$ cat src/rtl/mem_arbiter.sv
// Arbiter sharing one line-burst memory port between I-cache refill and D-cache refill/writeback.
// Define MEM_ARB_ROUND_ROBIN_EN for round-robin tie breaking; otherwise D-side wins ties.
module mem_arbiter #(
    parameter int ADDR_W     = 32,
    parameter int DATA_W     = 32,
    parameter int LINE_BEATS = 4
) (
    input  logic              clk,
    input  logic              reset,
    input  logic              ic_req_valid,
    input  logic [ADDR_W-1:0] ic_req_addr,
    output logic              ic_req_ready,
    output logic              ic_resp_valid,
    output logic              ic_resp_last,
    input  logic              dc_req_valid,
    input  logic              dc_req_rw,
    input  logic [ADDR_W-1:0] dc_req_addr,
    output logic              dc_req_ready,
    input  logic              dc_wdata_valid,
    input  logic [DATA_W-1:0] dc_wdata,
    output logic              dc_wdata_ready,
    output logic              dc_resp_valid,
    output logic              dc_resp_last,
    output logic              dc_wr_done,
    output logic [DATA_W-1:0] resp_data,
    output logic              mem_req_valid,
    input  logic              mem_req_ready,
    output logic              mem_req_rw,
    output logic [ADDR_W-1:0] mem_req_addr,
    output logic              mem_wdata_valid,
    input  logic              mem_wdata_ready,
    output logic [DATA_W-1:0] mem_wdata,
    input  logic              mem_resp_valid,
    input  logic [DATA_W-1:0] mem_resp_data,
    output logic              owner,
    output logic              busy,
    output logic              err_unexp
);

    localparam int CNT_W      = $clog2(LINE_BEATS);
    localparam int LINE_BYTES = LINE_BEATS * DATA_W / 8;
    localparam logic [ADDR_W-1:0] LINE_MASK = ~ADDR_W'(LINE_BYTES - 1);
    localparam logic [CNT_W-1:0]  LAST_BEAT = CNT_W'(LINE_BEATS - 1);

    // state  | meaning
    // IDLE   | arbitrate, grant at most one requester
    // CMD    | present line command to memory
    // WDATA  | stream D-side write beats to memory
    // RDATA  | capture read beats, forward to owner one cycle later
    // DONE   | one-cycle completion, write-done pulse, counter clear
    typedef enum logic [2:0] {S_IDLE, S_CMD, S_WDATA, S_RDATA, S_DONE} state_t;

    state_t              state_q, state_d;
    logic                rw_q, rw_d;
    logic [ADDR_W-1:0]   addr_q, addr_d;
    logic                owner_q, owner_d;
    logic [CNT_W-1:0]    cnt_q, cnt_d;
    logic [DATA_W-1:0]   resp_data_q, resp_data_d;
    logic                ic_rv_q, ic_rv_d;
    logic                dc_rv_q, dc_rv_d;
    logic                last_q, last_d;
    logic                err_q, err_d;
    logic                pick_dc;

    always_ff @(posedge clk or posedge reset) begin
        if (reset) begin
            state_q     <= S_IDLE;
            rw_q        <= 1'b0;
            addr_q      <= '0;
            owner_q     <= 1'b0;
            cnt_q       <= '0;
            resp_data_q <= '0;
            ic_rv_q     <= 1'b0;
            dc_rv_q     <= 1'b0;
            last_q      <= 1'b0;
            err_q       <= 1'b0;
        end else begin
            state_q     <= state_d;
            rw_q        <= rw_d;
            addr_q      <= addr_d;
            owner_q     <= owner_d;
            cnt_q       <= cnt_d;
            resp_data_q <= resp_data_d;
            ic_rv_q     <= ic_rv_d;
            dc_rv_q     <= dc_rv_d;
            last_q      <= last_d;
            err_q       <= err_d;
        end
    end

`ifdef MEM_ARB_ROUND_ROBIN_EN
    assign pick_dc = dc_req_valid && (!ic_req_valid || !owner_q);
`else
    assign pick_dc = dc_req_valid;
`endif

    always_comb begin
        state_d         = state_q;
        rw_d            = rw_q;
        addr_d          = addr_q;
        owner_d         = owner_q;
        cnt_d           = cnt_q;
        resp_data_d     = resp_data_q;
        ic_rv_d         = 1'b0;
        dc_rv_d         = 1'b0;
        last_d          = 1'b0;
        err_d           = err_q | (mem_resp_valid && (state_q != S_RDATA));
        ic_req_ready    = 1'b0;
        dc_req_ready    = 1'b0;
        mem_req_valid   = 1'b0;
        mem_req_rw      = 1'b0;
        mem_req_addr    = '0;
        mem_wdata_valid = 1'b0;
        mem_wdata       = '0;
        dc_wdata_ready  = 1'b0;
        dc_wr_done      = 1'b0;
        case (state_q)
            S_IDLE: begin
                if (pick_dc) begin
                    dc_req_ready = 1'b1;
                    rw_d         = dc_req_rw;
                    addr_d       = dc_req_addr;
                    owner_d      = 1'b1;
                    state_d      = S_CMD;
                end else if (ic_req_valid) begin
                    ic_req_ready = 1'b1;
                    rw_d         = 1'b0;
                    addr_d       = ic_req_addr;
                    owner_d      = 1'b0;
                    state_d      = S_CMD;
                end
            end
            S_CMD: begin
                mem_req_valid = 1'b1;
                mem_req_rw    = rw_q;
                mem_req_addr  = addr_q & LINE_MASK;
                if (mem_req_ready) begin
                    state_d = rw_q ? S_WDATA : S_RDATA;
                end
            end
            S_WDATA: begin
                mem_wdata_valid = dc_wdata_valid;
                mem_wdata       = dc_wdata;
                dc_wdata_ready  = mem_wdata_ready;
                if (dc_wdata_valid && mem_wdata_ready) begin
                    cnt_d = cnt_q + CNT_W'(1);
                    if (cnt_q == LAST_BEAT) begin
                        state_d = S_DONE;
                    end
                end
            end
            S_RDATA: begin
                if (mem_resp_valid) begin
                    resp_data_d = mem_resp_data;
                    ic_rv_d     = !owner_q;
                    dc_rv_d     = owner_q;
                    last_d      = (cnt_q == LAST_BEAT);
                    cnt_d       = cnt_q + CNT_W'(1);
                    if (cnt_q == LAST_BEAT) begin
                        state_d = S_DONE;
                    end
                end
            end
            S_DONE: begin
                dc_wr_done = rw_q;
                cnt_d      = '0;
                state_d    = S_IDLE;
            end
            default: state_d = S_IDLE;
        endcase
    end

    assign ic_resp_valid = ic_rv_q;
    assign dc_resp_valid = dc_rv_q;
    assign ic_resp_last  = ic_rv_q & last_q;
    assign dc_resp_last  = dc_rv_q & last_q;
    assign resp_data     = resp_data_q;
    assign owner         = owner_q;
    assign busy          = (state_q != S_IDLE);
    assign err_unexp     = err_q;

endmodule

$ cat config.mk
export PLATFORM = sky130hd
export DESIGN_NAME = mem_arbiter
export DESIGN_NICKNAME = d
export VERILOG_FILES = /design/src/rtl/mem_arbiter.sv
export SDC_FILE = /design/constraint.sdc
export NUM_CORES = 1
export LEC_CHECK = 0
export CAP_MARGIN = 0
export CORE_AREA = 4 4 108 110
export CTS_CLUSTER_SIZE = 8
export DETAILED_ROUTE_END_ITERATION = 8
export DIE_AREA = 0 0 112 114
export PLACE_DENSITY_LB_ADDON = 0.15
export SYNTH_ARGS = -nofsm -noshare
export SYNTH_HDL_FRONTEND = slang
export SYNTH_SLANG_ARGS = --single-unit
$ cat constraint.sdc
create_clock -name clk -period 3.7 [get_ports clk]
set_input_delay 0.37 -clock clk [delete_from_list [all_inputs] [get_ports clk]]
set_output_delay 0.37 -clock clk [all_outputs]
set_load 0.05 [all_outputs]
==> impl_metrics.py, run 1 <==
metrics = {
    "place": {
        "postPlaceCellArea_um2": 6142,
        "total_half_perimeter_wirelength_after_legalization_and_detailed_placement_mm": 8.702,
        "gp_routability_congestion": 0.8378,
        "io_buffer_count": 234,
        "pre_cts_setup_slack_ns": 0.9055,
        "placed_cells_incl_taps": 650,
    },
    "cts": {
        "cts_made_buffers": 9,
        "cts.root.buffer_cell": "clkbuf_8",
        "htree_num_levels": 3,
        "postCtsSetupRepairBufs": 0,
        "clk_pin_slew_worst_paths_ns": 0.08,
        "clock_tree.buffer_depth": 2,
        "ctsResizeCount": 0,
        "worstSkewPairLatency_ns": 0.33,
        "clock_sink_count": 71,
        "hold_buffers": 0,
        "tritoncts": "done",
    },
    "setup_path": {
        "crit_path_start_kind": "register",
        "critical-path-max-stage-delay_ns": 0.81,
        "critical-path-slowest-cell": "clkdlybuf4s50_1",
        "timing.critical_path.from": "state_q[1]",
        "worst_ep_required_time_ns": 3.33,
        "worst_r2r_endpoint": "resp_data[10]",
        "critical_path.cell_chain": "nor2b_1 -> and2b_1 -> and2_1 -> clkdlybuf4s50_1",
        "worstRegToRegCells": 4,
        "path_class": "register to primary output",
        "regToRegSetupSlack_ns": 1.61,
        "endpoint": "mem_wdata[20]",
        "timing.critical_path.to_type": "primary output",
        "worst_r2r_startpoint": "state_q[1]",
        "worst-path-max-fanout": 34,
        "arrival_ns": 2.78,
    },
    "global_routing": {
        "antenna_found_initial": 0,
        "grtUsageTotal_pct": 16.75,
        "total_congestion_overflow_after_global_routing": 0,
        "largest_net_degree_at_the_start_of_global_routing": 36,
        "grt_pass1_vias": 3300,
        "wire_length_of_the_first_global_routing_pass_mm": 16.86,
    },
    "synthesis": {
        "synth_sequential_area_ratio_pct": 47.96,
        "synth_area_leaders": "dfrtp_1 (48%), mux2_2 (19%), and2_1 (11%), mux2_4 (11%), buf_4 (1.8%)",
        "synth.avg_cell_area_um2": 12.82,
        "warnings_synthesis": 0,
        "ys_types": 32,
        "ys_seq_elements": 71,
        "synth.mux.area_fraction_pct": 29.75,
        "yosys.cell_count.top_type": "dfrtp_1",
        "post_synth_most_frequent_cells": "dfrtp_1 (71), and2_1 (66), mux2_2 (61)",
        "netlist_area_um2": 3705,
        "fraction_of_the_mapped_netlist_area_in_compound_gates_pct": 3.073,
        "synth_simple_gate_area_share_pct": 14.35,
        "syn_inst": 289,
        "ys.flop_type": "dfrtp_1",
        "synth_top_family_by_area": "multiplexers",
        "netlist.top_cell.by_area": "dfrtp_1",
        "synth_top_area_share_pct": 47.96,
        "postSynth.asyncResetShare_pct": 100.0,
        "post_synth_xor_area_fraction_pct": 0,
        "yosys.area_share.adder_pct": 0.3377,
        "synth_enable_flop_cells": 0,
    },
    "floorplan": {
        "die_extent_in_y_um": 114,
        "fp.dieArea_um2": 12770,
        "io_pins": 247,
        "area_of_the_placeable_core_um2": 10700,
        "die_w_um": 112,
        "initial_core_utilization_pct": 34.63,
        "row_count": 38,
    },
    "detailed_routing": {
        "remaining_drc_errors": 0,
        "detailedRoute.firstIterationViolations": 92,
        "vias": 3081,
        "post_drt_wl_per_cell_um": 16.49,
        "postRouteAntennaNets": 0,
        "postRouteWirelength_mm": 10.99,
        "drtPass1Iterations": 4,
        "drt-vias-per-instance": 4.626,
    },
    "layout": {
        "seqCellArea_um2": 1777,
        "nFillCells": 907,
        "post_route_cells_drive_above_1_share_pct": 21.86,
        "antenna_cells_inserted": 0,
        "multi_input_area_um2": 1780,
        "finish.instance_area_um2": 6365,
        "total_nets_final": 659,
        "area.growth.synth_to_final_pct": 71.80,
        "fin_cells": 666,
    },
    "timing": {
        "timing.final.setup_violations": 0,
        "finClkSkew_ns": 0.009359,
        "finalWorstSetupSlack_ns": 0.5539,
        "final_tns_setup_ns": 0,
        "hold_ws_ns": 0.3531,
        "timing.fmax_mhz": 317.9,
        "worst_slew_margin_rel_pct": 51.11,
        "final_period_minus_worst_setup_slack_ns": 3.146,
        "timing.final.crit_share_pct": 85.03,
        "final-hold-violation-count": 0,
        "max_slew.worst_pin.slew_ns": 0.7334,
        "maxSlewViolCount": 0,
        "rsz0062_at_grt": "false",
    },
    "pwr": {
        "power.combinational.fraction_pct": 65.1,
        "seq_power_share_pct": 23.3,
        "swShare_pct": 47.45,
        "switchingPower_mw": 2.824,
        "clock_power_share_pct": 11.7,
        "leakage_nw": 2.680,
        "power_report.internal_total_mw": 3.128,
        "pwr_density_cell_nw_per_um2": 935.2,
        "max-vdd-ir-drop_v": 0.0005017,
    },
    "worst_hold_path": {
        "timing.hold.worst.class": "primary input to async pin",
    },
    "run_status": {
        "status": "complete, no violations",
    },
    "run": {
        "number_of_max_cap_violations": 0,
    },
}
[flip-flops by register name, indices dropped and copies added, names as in the netlist]
signal         cells
addr_q            28
last_q             1
state_q            3
err_unexp          1
dc_resp_valid      1
ic_resp_valid      1
cnt_q              2
owner              1
resp_data         32
rw_q               1
[final cells by class]
| type | count | share of cell area [%] |
|---|---|---|
| clock inverter | 5 | 1.278 |
| timing repair buffer | 240 | 37.51 |
| inverter | 6 | 0.3538 |
| sequential | 71 | 27.91 |
| multi-input combinational | 193 | 27.97 |
| clock buffer | 11 | 2.221 |
| tap | 140 | 2.752 |
[layer usage]
metal | routed length [µm] | track usage [%]
met5 | 0 | 0
met4 | 245 | 5.449
met3 | 931 | 6.207
met2 | 5836 | 32.05
met1 | 3972 | 16.74
[cell families (layout without fill, tap and decap cells)]
group,Yosys count,count (layout)
adder cells (fa/ha/maj),1,1
multiplexers,89,89
flip-flops,71,71
buffers and inverters,28,262
other,1,4
AND/OR/NAND/NOR,86,86
AO/OA/AOI/OAI,13,13
[power groups by stage]
| stage | Sequential (mW) | Combinational [mW] | Clock (mW) |
|---|---|---|---|
| after floorplan | 2.00 | 2.07 | 0 |
| after global placement | 1.38 | 3.87 | 0 |
| after detailed placement | 1.40 | 3.91 | 0 |
| after CTS | 1.39 | 3.92 | 0.718 |
| after global routing | 1.44 | 4.05 | 0.755 |
| final | 1.39 | 3.87 | 0.694 |
[worst min path at each step]
stage / from / to / slack (ns) / cells after the start
global route: reset / resp_data[23] / 0.39 / 2
detailed placement: err_unexp / err_unexp / 0.45 / 1
global placement: err_unexp / err_unexp / 0.45 / 1
CTS: reset / resp_data[23] / 0.36 / 2
finish: reset / resp_data[23] / 0.35 / 2
floorplan: addr_q[10] / addr_q[10] / 0.47 / 1
[metrics by stage]
step / total power [mW] / util (%)
floorplan: 4.066 / -
detailed placement: 5.311 / 57.42
global placement: 5.253 / 57.42
global route: 6.250 / 59.50
CTS: 6.030 / 59.50
finish: 5.952 / 59.50
[placed cells by master, fill, tap and decap left out, types with 2 or more instances in the layout]
cell / synthesis / routed
o221a_2: 2 / 2
bufinv_16: 0 / 2
nand2_1: 5 / 5
clkdlybuf4s50_1: 0 / 234
dfrtp_1: 71 / 71
conb_1: 1 / 4
clkbuf_8: 0 / 10
mux2_2: 61 / 61
inv_1: 6 / 5
a21o_1: 4 / 4
and2_1: 66 / 66
nand2b_1: 2 / 2
buf_4: 9 / 6
a32o_1: 2 / 2
mux2_4: 27 / 27
nor2_1: 5 / 5
[critical path, delay by kind of cell (launching register included)]
kind	cells	cell delay (ns)
and+or+nand+nor	3	1.08
buffers and inverters	1	0.81
DFF	1	0.55
No activity file was read; power rests on OpenSTA's default activity.
==> run 2: changes to the inputs <==
--- a/config.mk
+++ b/config.mk
@@ -5,6 +5,7 @@
 export SDC_FILE = /design/constraint.sdc
 export NUM_CORES = 1
 export LEC_CHECK = 0
+export ABC_AREA = 1
 export CAP_MARGIN = 0
 export CORE_AREA = 4 4 108 110
 export CTS_CLUSTER_SIZE = 8
==> run 2 against run 1 <==
  * Largest cell class unchanged
  * Non-clock buffer count stayed put
  * Hold slack better by 0.088 ns
  * Combinational power is 17% lower
  * Maximum frequency is 1.2% lower
  * Clock skew is 0.00076 ns lower
  * Die area stayed put
  * Area after synthesis is 0.74% lower
==> impl_metrics.py, run 2 <==
metrics = {
    "detailed_routing": {
        "met2RoutedLength_mm": 6.088,
        "remaining_drc_errors": 0,
        "postRouteAntennaNets": 0,
        "wirelength_met1_mm": 4.659,
        "drtPass1Iterations": 4,
        "postRouteWirelength_mm": 11.92,
        "highest-signal-layer": "met4",
        "vias": 3882,
        "drt-vias-per-instance": 4.594,
        "post_drt_wl_per_cell_um": 14.10,
        "detailedRoute.firstIterationViolations": 144,
        "wl_met3_mm": 1.005,
    },
    "setup_path": {
        "critical_path.cell_chain": "inv_1 -> nor2_1 -> nand2_1 -> nor2_1 -> clkdlybuf4s50_1",
        "worst_r2r_endpoint": "resp_data[0]",
        "critical-path-slowest-cell": "clkdlybuf4s50_1",
        "crit_path_start_kind": "register",
        "worst-path-max-fanout": 34,
        "worst-path-buf-inv": 2,
        "worst_r2r_startpoint": "state_q[1]",
        "worstRegToRegCells": 5,
        "arrival_ns": 2.81,
        "path_class": "register to primary output",
        "worst_ep_required_time_ns": 3.33,
        "path_delay_family": "simple AND/OR/NAND/NOR gates",
        "regToRegSetupSlack_ns": 1.48,
        "path_common_cell": "nor2_1",
        "timing.critical_path.to_type": "primary output",
        "critical-path-max-stage-delay_ns": 0.84,
    },
    "floorplan": {
        "die_w_um": 112,
        "io_pins": 247,
        "area_of_the_placeable_core_um2": 10700,
        "fp.dieArea_um2": 12770,
        "initial_core_utilization_pct": 34.37,
        "row_count": 38,
        "die_extent_in_y_um": 114,
    },
    "worst_hold_path": {
        "whs_path_depth": 1,
        "min_to": "ic_resp_valid",
        "timing.hold.worst.class": "register to register",
        "worst_hold_path_startpoint": "owner",
    },
    "synthesis": {
        "warnings_synthesis": 0,
        "synth_sequential_area_ratio_pct": 48.32,
        "postSynth.asyncResetShare_pct": 100.0,
        "netlist.top_cell.by_area": "dfrtp_1",
        "ys_seq_elements": 71,
        "netlist_area_um2": 3677,
        "yosys.cell_count.top_type": "nand2_1",
        "ys_types": 26,
        "synth_enable_flop_cells": 0,
        "post_synth_most_frequent_cells": "nand2_1 (84), inv_1 (78), nor2_1 (73)",
        "ys.flop_type": "dfrtp_1",
        "synth.avg_cell_area_um2": 7.677,
        "synth_top_area_share_pct": 48.32,
        "synth_area_leaders": "dfrtp_1 (48%), nand2_1 (8.6%), inv_1 (8.0%), nor2_1 (7.5%), o211ai_1 (5.7%)",
        "syn_inst": 479,
    },
    "cts": {
        "postCtsSetupRepairBufs": 0,
        "htree_num_levels": 3,
        "cts.root.buffer_cell": "clkbuf_8",
        "clock_tree.buffer_depth": 2,
        "worstSkewPairLatency_ns": 0.35,
        "clk_pin_slew_worst_paths_ns": 0.09,
        "hold_buffers": 0,
        "cts_made_buffers": 9,
        "ctsResizeCount": 0,
        "tritoncts": "done",
        "clock_sink_count": 71,
    },
    "layout": {
        "post_route_cells_drive_above_1_share_pct": 6.809,
        "antenna_cells_inserted": 0,
        "total_nets_final": 839,
        "area.growth.synth_to_final_pct": 70.87,
        "layout.cells.most_common_list": "clkdlybuf4s50_1 (232), nand2_1 (84), inv_1 (77), nor2_1 (73), dfrtp_1 (71)",
        "largest_reg_flops": 32,
        "fin_cells": 845,
        "layout.cells.most_common": "clkdlybuf4s50_1",
    },
    "timing": {
        "finClkSkew_ns": 0.008594,
        "final_period_minus_worst_setup_slack_ns": 3.185,
        "final_tns_setup_ns": 0,
        "timing.final.setup_violations": 0,
        "hold_ws_ns": 0.4409,
        "timing.fmax_mhz": 314.0,
        "worst_slew_margin_rel_pct": 28.74,
        "maxSlewViolCount": 0,
        "rsz0062_at_grt": "false",
        "final-hold-violation-count": 0,
        "max_slew.worst_pin.slew_ns": 1.067,
        "timing.final.crit_share_pct": 86.07,
    },
    "global_routing": {
        "grt_pass1_vias": 3848,
        "largest_net_degree_at_the_start_of_global_routing": 53,
        "grtUsageTotal_pct": 18.28,
        "total_congestion_overflow_after_global_routing": 0,
        "antenna_found_initial": 0,
        "wire_length_of_the_first_global_routing_pass_mm": 18.89,
    },
    "place": {
        "io_buffer_count": 234,
        "total_half_perimeter_wirelength_after_legalization_and_detailed_placement_mm": 9.135,
        "placed_cells_incl_taps": 830,
        "gp_routability_congestion": 0.8460,
    },
    "pwr": {
        "pwr_density_cell_nw_per_um2": 815.5,
        "max-vdd-ir-drop_v": 0.0004457,
        "leakage_nw": 2.936,
        "totalPowerFinal_mw": 5.124,
    },
    "run": {
        "number_of_max_cap_violations": 0,
    },
    "run_status": {
        "status": "complete, no violations",
    },
}
[run 2: area by class of cell]
type | instances | area, µm²
fill | 976 | 4414
clock buffer | 9 | 123.9
sequential | 71 | 1777
clock inverter | 6 | 70.07
multi-input combinational | 300 | 1446
tap | 140 | 175.2
timing repair buffer | 240 | 2395
inverter | 79 | 296.5
[run 2: metrics by stage]
stage          setup slack (ns)  utilization (%)  instance area, µm²
2_1_floorplan             1.533                -                3689
3_3_place_gp             0.9197            56.92                6090
3_5_place_dp             0.8522            56.92                6090
4_1_cts                  0.4748            58.74                6284
5_1_grt                  0.1666            58.74                6284
6_report                 0.5155            58.74                6284
[run 2: per-layer routing]
metal  GRT usage [%]  vias up
met5               0        -
met4           5.208        0
met3           5.623       13
met2           33.41      154
met1           20.62     1805
li1                -     1910
[run 2: kinds of logic (layout without fill, tap and decap cells)]
| group | Yosys count | after routing | share of synthesized area [%] |
|---|---|---|---|
| AOI/OAI and AO/OA | 65 | 65 | 10.92 |
| and+or+nand+nor | 230 | 230 | 27.66 |
| other | 1 | 4 | 0.1020 |
| DFF | 71 | 71 | 48.32 |
| adders and majority gates | 1 | 1 | 0.3402 |
| buffers and inverters | 111 | 334 | 12.66 |
[run 2: worst max path at each step]
stage	startpoint	end	slack [ns]	depth (start not counted)
finish	state_q[1]	mem_wdata[2]	0.52	5
global route	state_q[1]	mem_wdata[2]	0.17	5
CTS	state_q[1]	mem_wdata[2]	0.47	5
detailed placement	state_q[1]	mem_wdata[2]	0.85	5
global placement	state_q[0]	mem_req_addr[17]	0.92	6
floorplan	reset	addr_q[10]	1.53	1
[run 2: report_power, final]
group,internal (mW),switching [mW]
registers,1.14,0.165
logic,1.03,2.18
clock network,0.312,0.304
==> run 3: changes to the inputs <==
--- a/config.mk
+++ b/config.mk
@@ -7,10 +7,12 @@
 export LEC_CHECK = 0
 export ABC_AREA = 1
 export CAP_MARGIN = 0
-export CORE_AREA = 4 4 108 110
+export CORE_AREA = 4 4 101 103
+export CTS_BUF_LIST = sky130_fd_sc_hd__clkbuf_8
 export CTS_CLUSTER_SIZE = 8
 export DETAILED_ROUTE_END_ITERATION = 8
-export DIE_AREA = 0 0 112 114
+export DIE_AREA = 0 0 105 107
+export GPL_ROUTABILITY_DRIVEN = 0
 export PLACE_DENSITY_LB_ADDON = 0.15
 export SYNTH_ARGS = -nofsm -noshare
 export SYNTH_HDL_FRONTEND = slang
==> run 3 against run 2 <==
  * Routed wire length down 0.52%
  * Count of clock-buffer cells in the layout up 1
  * Global-route usage up 2.4 points
  * Flip-flop and latch count unchanged
  * Hold slack worse by 0.026 ns
  * Critical path type unchanged
==> impl_metrics.py, run 3 (synthesized netlist as in run 2, its figures left out) <==
metrics = {
    "run_status": {
        "status": "complete, no violations",
    },
    "timing": {
        "final_period_minus_worst_setup_slack_ns": 3.127,
        "max_slew.worst_pin.slew_ns": 0.9822,
        "worst_slew_margin_rel_pct": 34.36,
        "final-hold-violation-count": 0,
        "finClkSkew_ns": 0.01250,
        "final_tns_setup_ns": 0,
        "finalWorstSetupSlack_ns": 0.5730,
        "timing.final.crit_share_pct": 84.51,
        "timing.fmax_mhz": 319.8,
        "maxSlewViolCount": 0,
        "timing.final.setup_violations": 0,
        "rsz0062_at_grt": "false",
    },
    "pwr": {
        "totalPowerFinal_mw": 5.122,
        "leakage_nw": 2.955,
        "pwr_density_cell_nw_per_um2": 819.2,
        "max-vdd-ir-drop_v": 0.0004911,
    },
    "layout": {
        "total_nets_final": 839,
        "multi_input_area_um2": 1446,
        "layout.cells.most_common": "clkdlybuf4s50_1",
        "area.growth.synth_to_final_pct": 70.02,
        "seqCellArea_um2": 1777,
        "largest_reg_flops": 32,
        "nFillCells": 780,
        "layout.cells.most_common_list": "clkdlybuf4s50_1 (232), nand2_1 (84), inv_1 (78), nor2_1 (73), dfrtp_1 (71)",
        "post_route_cells_drive_above_1_share_pct": 6.799,
        "antenna_cells_inserted": 0,
        "finish.instance_area_um2": 6252,
    },
    "setup_path": {
        "arrival_ns": 2.76,
        "worst-path-max-fanout": 34,
        "critical-path-slowest-cell": "clkdlybuf4s50_1",
        "critical_path.cell_chain": "inv_1 -> nor2_1 -> nand2_1 -> nor2_1 -> clkdlybuf4s50_1",
        "path_delay_family": "simple AND/OR/NAND/NOR gates",
        "worst-path-buf-inv": 2,
        "path_common_cell": "nor2_1",
        "critical-path-max-stage-delay_ns": 0.84,
        "path_class": "register to primary output",
        "worst_ep_required_time_ns": 3.33,
        "timing.critical_path.to_type": "primary output",
        "crit_path_start_kind": "register",
    },
    "cts": {
        "hold_buffers": 0,
        "clock_sink_count": 71,
        "tritoncts": "done",
        "cts_made_buffers": 9,
        "ctsResizeCount": 0,
        "worstSkewPairLatency_ns": 0.34,
        "clk_pin_slew_worst_paths_ns": 0.08,
        "cts.root.buffer_cell": "clkbuf_8",
        "htree_num_levels": 3,
        "clock_tree.buffer_depth": 2,
        "postCtsSetupRepairBufs": 0,
    },
    "run": {
        "number_of_max_cap_violations": 0,
    },
    "place": {
        "io_buffer_count": 234,
        "postPlaceCellArea_um2": 6053,
        "pre_cts_setup_slack_ns": 0.9164,
        "total_half_perimeter_wirelength_after_legalization_and_detailed_placement_mm": 9.221,
    },
    "detailed_routing": {
        "postRouteWirelength_mm": 11.86,
        "postRouteAntennaNets": 0,
        "detailedRoute.firstIterationViolations": 192,
        "remaining_drc_errors": 0,
        "vias": 3883,
        "post_drt_wl_per_cell_um": 14.51,
        "drtPass1Iterations": 4,
        "drt-vias-per-instance": 4.753,
    },
    "floorplan": {
        "die_w_um": 105,
        "fp.dieArea_um2": 11240,
        "area_of_the_placeable_core_um2": 9196,
        "row_count": 35,
        "io_pins": 247,
        "die_extent_in_y_um": 107,
        "initial_core_utilization_pct": 39.99,
    },
    "global_routing": {
        "largest_net_degree_at_the_start_of_global_routing": 43,
        "total_congestion_overflow_after_global_routing": 0,
        "grt_pass1_vias": 3689,
        "wire_length_of_the_first_global_routing_pass_mm": 18.53,
        "antenna_found_initial": 0,
        "grtUsageTotal_pct": 20.65,
    },
    "worst_hold_path": {
        "timing.hold.worst.class": "primary input to async pin",
    },
}
## run 3: changes by cell type in the layout (fill, tap and decap cells not counted), sizes merged
cell / before / now
clkinv: 0 / 4
clkinvlp: 3 / 0
clkbuf: 9 / 10
inv: 81 / 80
## run 3: metal layers
layer  track usage [%]  vias to the layer above  wire length [µm]  share of wire [%]
li1                  -                     1911                 -                  -
met1             23.59                     1801              4601                 39
met2             38.36                      161              6297                 53
met3             4.636                       10               809                6.8
met4             6.279                        0               146                1.2
met5                 0                        -                 0                  0
## run 3: final timing paths
kind / start / end / slack [ns] / cells past startpoint
max in group asynchronous: reset / resp_data[4] / 2.50 / 3
hold reg to reg: owner / ic_resp_valid / 0.46 / 1
hold / removal: reset / resp_data[21] / 0.42 / 2
setup reg to reg: state_q[1] / resp_data[30] / 1.54 / 5
setup / recovery: state_q[1] / mem_wdata[7] / 0.57 / 5
min in group clk: owner / ic_resp_valid / 0.46 / 1
## run 3: metrics by stage
step	instances	util (%)	hold slack (ns)
floorplan	482	-	0.4570
global placement	801	65.82	0.4475
CTS	817	67.99	0.4236
finish	817	67.99	0.4152
detailed placement	801	65.82	0.4546
global route	817	67.99	0.4471
## run 3: layout make-up
cell class	count	area share, %
clock buffer	10	2.201
sequential	71	28.42
clock inverter	6	0.9806
tap	111	2.221
timing repair buffer	240	38.30
multi-input combinational	300	23.13
inverter	79	4.743
## run 3: where the power goes
part	total [mW]	switching [mW]	leakage, nW	internal [mW]
Sequential	1.30	0.160	0.873	1.14
Clock	0.617	0.290	0.107	0.328
Combinational	3.21	2.18	1.97	1.02
Total	5.12	2.63	2.96	2.49
